==> config.mk <==
export PLATFORM = sky130hd
export DESIGN_NAME = clk_gate_ctrl_flat
export DESIGN_NICKNAME = d
export VERILOG_FILES = /design/src/rtl/clk_gate_ctrl_if.sv /design/src/rtl/clk_gate_ctrl.sv /design/src/flat_wrapper.sv
export SDC_FILE = /design/constraint.sdc
export NUM_CORES = 1
export LEC_CHECK = 0
export BUFFER_PORTS_ARGS = -buffer_cell sky130_fd_sc_hd__buf_2
export CAP_MARGIN = 20
export CORE_MARGIN = 1
export CORE_UTILIZATION = 50
export DETAILED_ROUTE_END_ITERATION = 7
export GPL_TIMING_DRIVEN = 0
export HOLD_SLACK_MARGIN = 0.02
export PLACE_DENSITY_LB_ADDON = 0.2
export SYNTH_ARGS = -nofsm -noshare
export SYNTH_HDL_FRONTEND = slang
export SYNTH_SLANG_ARGS = --single-unit
==> constraint.sdc <==
create_clock -name clk -period 1.5 [get_ports clk]
set_input_delay 0.15 -clock clk [delete_from_list [all_inputs] [get_ports clk]]
set_output_delay 0.15 -clock clk [all_outputs]
set_load 0.1 [all_outputs]
==> src/rtl/clk_gate_ctrl_if.sv <==
// rtl/clk_gate_ctrl_if.sv - request/enable bundle between domain logic and the ICG sequencer
// Purpose: groups the per-domain request/activity inputs and the ICG enable/ack outputs.
// Signals:
//   req      [N_DOM] per-domain clock request, level
//   busy     [N_DOM] per-domain activity, keeps an already running clock on
//   te               scan/test enable, freezes the sequencer
//   force_on [N_DOM] permanent request per domain (CLKGATE_FORCE_ON_EN only)
//   e        [N_DOM] ICG enable per domain
//   ack      [N_DOM] domain clock running and stable
//   all_off          every domain is off
// Modports: master drives requests, slave is the sequencer.
interface clk_gate_ctrl_if #(
  parameter int N_DOM = 4
);
  logic [N_DOM-1:0] req;
  logic [N_DOM-1:0] busy;
  logic             te;
`ifdef CLKGATE_FORCE_ON_EN
  logic [N_DOM-1:0] force_on;
`endif
  logic [N_DOM-1:0] e;
  logic [N_DOM-1:0] ack;
  logic             all_off;

`ifdef CLKGATE_FORCE_ON_EN
  modport master (output req, busy, te, force_on, input e, ack, all_off);
  modport slave  (input req, busy, te, force_on, output e, ack, all_off);
`else
  modport master (output req, busy, te, input e, ack, all_off);
  modport slave  (input req, busy, te, output e, ack, all_off);
`endif
endinterface

==> src/rtl/clk_gate_ctrl.sv <==
// rtl/clk_gate_ctrl.sv - per-domain ICG enable sequencer with wake settling and idle shut-off
// Purpose: one independent OFF/WAKE/ON/IDLE FSM per gated domain driving the ICG E pins.
// Ports:
//   clk  in  free-running always-on clock, rising edge
//   rst  in  asynchronous active-high reset
//   bus  slave modport of clk_gate_ctrl_if (req, busy, te, [force_on] in; e, ack, all_off out)
// Optional feature macro: CLKGATE_FORCE_ON_EN adds bus.force_on as a permanent request.
module clk_gate_ctrl #(
  parameter int N_DOM       = 4,
  parameter int IDLE_CYCLES = 16,
  parameter int WAKE_CYCLES = 2
) (
  input  logic             clk,
  input  logic             rst,
  clk_gate_ctrl_if.slave   bus
);

  localparam int MAXC = (IDLE_CYCLES > WAKE_CYCLES) ? IDLE_CYCLES : WAKE_CYCLES;
  localparam int CW   = $clog2(MAXC + 1);
  localparam logic [CW-1:0] WAKE_LD = CW'(WAKE_CYCLES - 1);
  localparam logic [CW-1:0] IDLE_LD = CW'(IDLE_CYCLES - 1);
  localparam logic [CW-1:0] ONE     = CW'(1);

  typedef enum logic [1:0] {
    ST_OFF  = 2'd0,
    ST_WAKE = 2'd1,
    ST_ON   = 2'd2,
    ST_IDLE = 2'd3
  } state_t;

  state_t           state_q [N_DOM];
  state_t           state_d [N_DOM];
  logic [CW-1:0]    cnt_q   [N_DOM];
  logic [CW-1:0]    cnt_d   [N_DOM];
  logic [N_DOM-1:0] e_d;
  logic [N_DOM-1:0] ack_d;
  logic             all_off_d;
  logic [N_DOM-1:0] wake;
  logic [N_DOM-1:0] keep;

  // busy alone must never start a clock, it only holds one that is running
`ifdef CLKGATE_FORCE_ON_EN
  assign wake = bus.req | bus.force_on;
  assign keep = bus.req | bus.busy | bus.force_on;
`else
  assign wake = bus.req;
  assign keep = bus.req | bus.busy;
`endif

  always_ff @(posedge clk or posedge rst) begin
    if (rst) begin
      for (int i = 0; i < N_DOM; i++) begin
        state_q[i] <= ST_OFF;
        cnt_q[i]   <= '0;
      end
      bus.e       <= '0;
      bus.ack     <= '0;
      bus.all_off <= 1'b1;
    end else begin
      for (int i = 0; i < N_DOM; i++) begin
        state_q[i] <= state_d[i];
        cnt_q[i]   <= cnt_d[i];
      end
      bus.e       <= e_d;
      bus.ack     <= ack_d;
      bus.all_off <= all_off_d;
    end
  end

  always_comb begin
    all_off_d = 1'b1;
    e_d       = '0;
    ack_d     = '0;
    for (int i = 0; i < N_DOM; i++) begin
      state_d[i] = state_q[i];
      cnt_d[i]   = cnt_q[i];
      // te holds everything: next state equals current, so the outputs hold too
      if (!bus.te) begin
        case (state_q[i])
          ST_OFF: begin
            if (wake[i]) begin
              state_d[i] = ST_WAKE;
              cnt_d[i]   = WAKE_LD;
            end
          end
          ST_WAKE: begin
            if (cnt_q[i] == '0) state_d[i] = ST_ON;
            else                cnt_d[i]   = cnt_q[i] - ONE;
          end
          ST_ON: begin
            if (!keep[i]) begin
              state_d[i] = ST_IDLE;
              cnt_d[i]   = IDLE_LD;
            end
          end
          ST_IDLE: begin
            // activity on the expiry edge wins, so E never dips
            if (keep[i])              state_d[i] = ST_ON;
            else if (cnt_q[i] == '0)  state_d[i] = ST_OFF;
            else                      cnt_d[i]   = cnt_q[i] - ONE;
          end
          default: state_d[i] = ST_OFF;
        endcase
      end
      // outputs are decoded from the next state and registered, so E is a clean flop output
      e_d[i]    = (state_d[i] != ST_OFF);
      ack_d[i]  = (state_d[i] == ST_ON) || (state_d[i] == ST_IDLE);
      all_off_d = all_off_d & (state_d[i] == ST_OFF);
    end
  end

endmodule

==> src/flat_wrapper.sv <==
// flat-port wrapper written by rule: the top's interface ports become plain ports
module clk_gate_ctrl_flat 
#(
  parameter int N_DOM       = 4,
  parameter int IDLE_CYCLES = 16,
  parameter int WAKE_CYCLES = 2
)
  (clk, rst, bus_req, bus_busy, bus_te, bus_e, bus_ack, bus_all_off);
  clk_gate_ctrl_if #(.N_DOM(N_DOM)) bus_i ();
  input  logic clk;
  input  logic rst;
  input wire logic [$bits(bus_i.req)-1:0] bus_req;
  input wire logic [$bits(bus_i.busy)-1:0] bus_busy;
  input wire logic [$bits(bus_i.te)-1:0] bus_te;
  output wire logic [$bits(bus_i.e)-1:0] bus_e;
  output wire logic [$bits(bus_i.ack)-1:0] bus_ack;
  output wire logic [$bits(bus_i.all_off)-1:0] bus_all_off;
  assign bus_i.req = bus_req;
  assign bus_i.busy = bus_busy;
  assign bus_i.te = bus_te;
  assign bus_e = bus_i.e;
  assign bus_ack = bus_i.ack;
  assign bus_all_off = bus_i.all_off;
  clk_gate_ctrl #(.N_DOM(N_DOM), .IDLE_CYCLES(IDLE_CYCLES), .WAKE_CYCLES(WAKE_CYCLES)) u_core (.clk(clk), .rst(rst), .bus(bus_i));
endmodule
==> summary.md <==
| Metric | Value |
|---|---|
| Number of flops mapped to enable cells by yosys | `0` |
| Post-Place Cell Area | `0.00228 mm2` |
| ANT cells | `0` |
| Gpl congestion | `around 0.85` |
| Latest clock arrival within the worst-skew pair | `between 0.2 and 0.3 ns` |
| RSZ-0062 raised after global routing | `yes` |
| CP Data Arrival Time | `1.77 ns` |
| Dominant synthesized flop cell | `dfrtp_1` |
| Clock Path Buffers | `2` |
| CTS buffer count | `5` |
| Yosys top cell area share | `43.0%` |
| Failing checks | `negative hold slack, negative setup slack` |
| Net Count, Synth | `237` |
| Fin Clk Skew | `0.00404 ns` |
| Crit-path max FO | `4` |
| Fill cells | `~270` |
| Period utilization | `104%` |
| Sequential share of the synthesized area | `44.3%` |
| Initial Util | `a little over half` |
| Max-slew violation count | `0` |
| IO Port Bufs | `19` |
| GRT Util Overall | `about 25%` |
| Worst Hold Class | `in -> async` |
| Fin Hold WS | `-0.00404 ns` |
| Crit Path Class | `reg -> reg` |
| Post-DP HPWL | `2890 um` |
| Layout net count | `about 300` |
| DR vias/cell | `5.73` |
| Number of I/O pins | `20` |
| Fin area | `0.00293 mm2` |
| H-Tree Depth | `2` |
| Area leader, netlist | `dfrtp_1` |
| Seq cells post-synth | `37` |
| Worst vdd ir | `approximately 1.3 mV` |
| DRC errors left | `0` |
| Post-detailed-route count of antenna-violating nets | `0` |
| Crit path launch type | `register` |
| Status | `complete, but fails checks` |
| Reg clk slew, reported paths | `~0.070 ns` |
| Share of post-route cells with drive strength above 1 | `48.4%` |
| Mean routed wirelength per cell | `between 15 and 20 um` |
| Final worst slack | `-0.0632 ns` |
| Total wire length | `~5400 um` |
| Endpoints failing setup | `10` |
| Top cells by area, synth | `dfrtp_1, mux2_2, ha_1` |
| Avg Inst Size Synth | `just under 10 um2` |
| Critical Path, Cell by Cell | `inv_2 -> ha_4 -> nand4b_1 -> o31a_1 -> nor4_2` |
| Critical Path Slowest Stage Cell | `dfrtp_1` |
| CTS tree | `yes` |
| CP bufs+invs | `1` |
| Vias in the first global route | `1844` |
| Share of flip-flops with an asynchronous set or reset | `100%` |
| Final hold violation count | `27` |
| Core ar. | `around 0.004 mm2` |
| Syn-to-layout area delta | `39.8%` |
| Pin count of the biggest net entering global routing | `38` |
| Tmin final | `1.56 ns` |
| Num Clock Sinks | `37` |
| Static Leak | `approximately 1.3 nW` |
| Syn Inst Count | `218` |
| Top post-synthesis cells by count | `dfrtp_1, nand2_1, inv_1, a21oi_1, o21ai_0` |
| Clock Tree Root | `clkbuf_8` |
| Netlist cell types | `between 50 and 60` |
| Worst Path Required | `1.71 ns` |
| Die width | `approximately 67 um` |
| Pre-CTS setup slack | `-0.342 ns` |
| Setup crit end kind | `register` |
| Pre-antenna DRT Iters | `4` |
| Vias post-DR | `1919` |
| Least-Margin Pin Slew | `around 0.77 ns` |
| # rows | `23` |
| Max-capacitance violation count | `0` |
| Max Freq | `about 640 MHz` |
| Ys Warns | `0` |
| Die area | `~0.0045 mm2` |
| Max_slew headroom | `48.9%` |
| Mapped cell area | `about 0.0021 mm2` |
| Chip Height | `approximately 67 um` |
| Crit-path leading delay family | `simple AND/OR/NAND/NOR gates` |
| Overflow after GRT | `0` |
| Initial antenna violation count | `0` |
| First-pass GRT wire length | `~8200 um` |
| Most common cell in the netlist | `dfrtp_1` |
| Drt initial violations | `95` |
| CP max stage delay | `0.40 ns` |
| Power per cell area | `between 2000 and 2500 mW/mm2` |
[layout make-up]
type                            instances  area, um2  share of cell area, %
Timing Repair Buffer                   60        414                   14.1
Tap cell                               50       62.6                   2.14
Sequential cell                        37        931                   31.8
Inverter                               19       71.3                   2.44
Multi-Input combinational cell        155       1320                   45.2
Clock buffer                            6       72.6                   2.48
Buffer                                  6       42.5                   1.45
Clock inverter                          2       10.0                  0.342
[logic make-up (layout without fill, tap and decap cells)]
family / Yosys count / count (layout) / share of synthesized area [%]
buffers and inverters: 26 / 93 / 4.90
muxes: 15 / 15 / 7.83
AOI/OAI and AO/OA: 56 / 56 / 18.5
adders and majority gates: 8 / 8 / 4.78
DFF: 37 / 37 / 44.3
and+or+nand+nor: 75 / 75 / 19.3
xor gates and xnor gates: 1 / 1 / 0.418
[sequential cells by signal, indices dropped and copies added (netlist names)]
name                count
u_core.cnt_q           20
u_core.state_q          8
u_core.bus.ack          4
u_core.bus.e            4
u_core.bus.all_off      1
[where the power goes]
group | internal (mW) | switching [mW] | leakage (nW)
Combinational | 1.69 | 2.15 | 0.825
Clock | 0.322 | 0.370 | 0.0450
Sequential | 1.46 | 0.428 | 0.423
[routing by layer]
metal	track usage (%)	vias up	wire, um
met5	0	-	0
met4	9.31	0	127
met3	5.65	17	203
met2	43.3	55	2690
met1	29.8	922	2350
li1	-	925	-
[worst paths after layout]
kind | from | end | slack (ns) | cells past startpoint
worst min-delay path | rst | u_core.cnt_q[15]$_DFFE_PP0P_ | -0.004 | 2
worst max-delay path | u_core.cnt_q[6]$_DFFE_PP0P_ | u_core.bus.all_off$_DFF_PP1_ | -0.06 | 5
max in group asynchronous | rst | u_core.state_q[2]$_DFF_PP0_ | 0.97 | 2
worst max register to register | u_core.cnt_q[6]$_DFFE_PP0P_ | u_core.bus.all_off$_DFF_PP1_ | -0.06 | 5
worst min register to register | u_core.cnt_q[14]$_DFFE_PP0P_ | u_core.cnt_q[14]$_DFFE_PP0P_ | 0.53 | 1
min in group clk | bus_busy[3] | u_core.state_q[1]$_DFF_PP0_ | 0.24 | 3
[cells in the final DEF, fill, tap and decap left out, types with 5 or more instances in the layout]
cell / Yosys / routed
o21ai_0: 12 / 9
or2_2: 6 / 6
buf_2: 1 / 19
inv_1: 19 / 9
a211o_1: 5 / 5
clkbuf_8: 0 / 5
a21oi_1: 12 / 9
buf_4: 1 / 39
buf_6: 0 / 5
nand2_1: 22 / 19
inv_2: 0 / 10
mux2_4: 0 / 8
nor3_1: 10 / 8
dfrtp_1: 36 / 33
nor2_1: 11 / 9
[per-stage QoR]
stage	power, mW	setup TNS (ns)	cells	util [%]	hold slack, ns
floorplan	4.00	-0.104	218	-	0.329
global placement	4.45	-4.09	287	57.0	0.510
detailed placement	4.51	-4.30	287	57.0	0.344
CTS	5.70	-0.107	317	65.7	0.0232
global route	6.84	-1.43	335	73.2	0.0641
finish	6.42	-0.292	335	73.2	-0.00404
[repair_timing]
action                                  in CTS  in global routing
setup buffers                               23                 18
endpoints found under the setup margin      29                 31
resized for setup                           28                 46
hold buffers                                 0                  0
pin swaps                                   14                 21
Note: power is estimated with default switching activity, not from simulation.
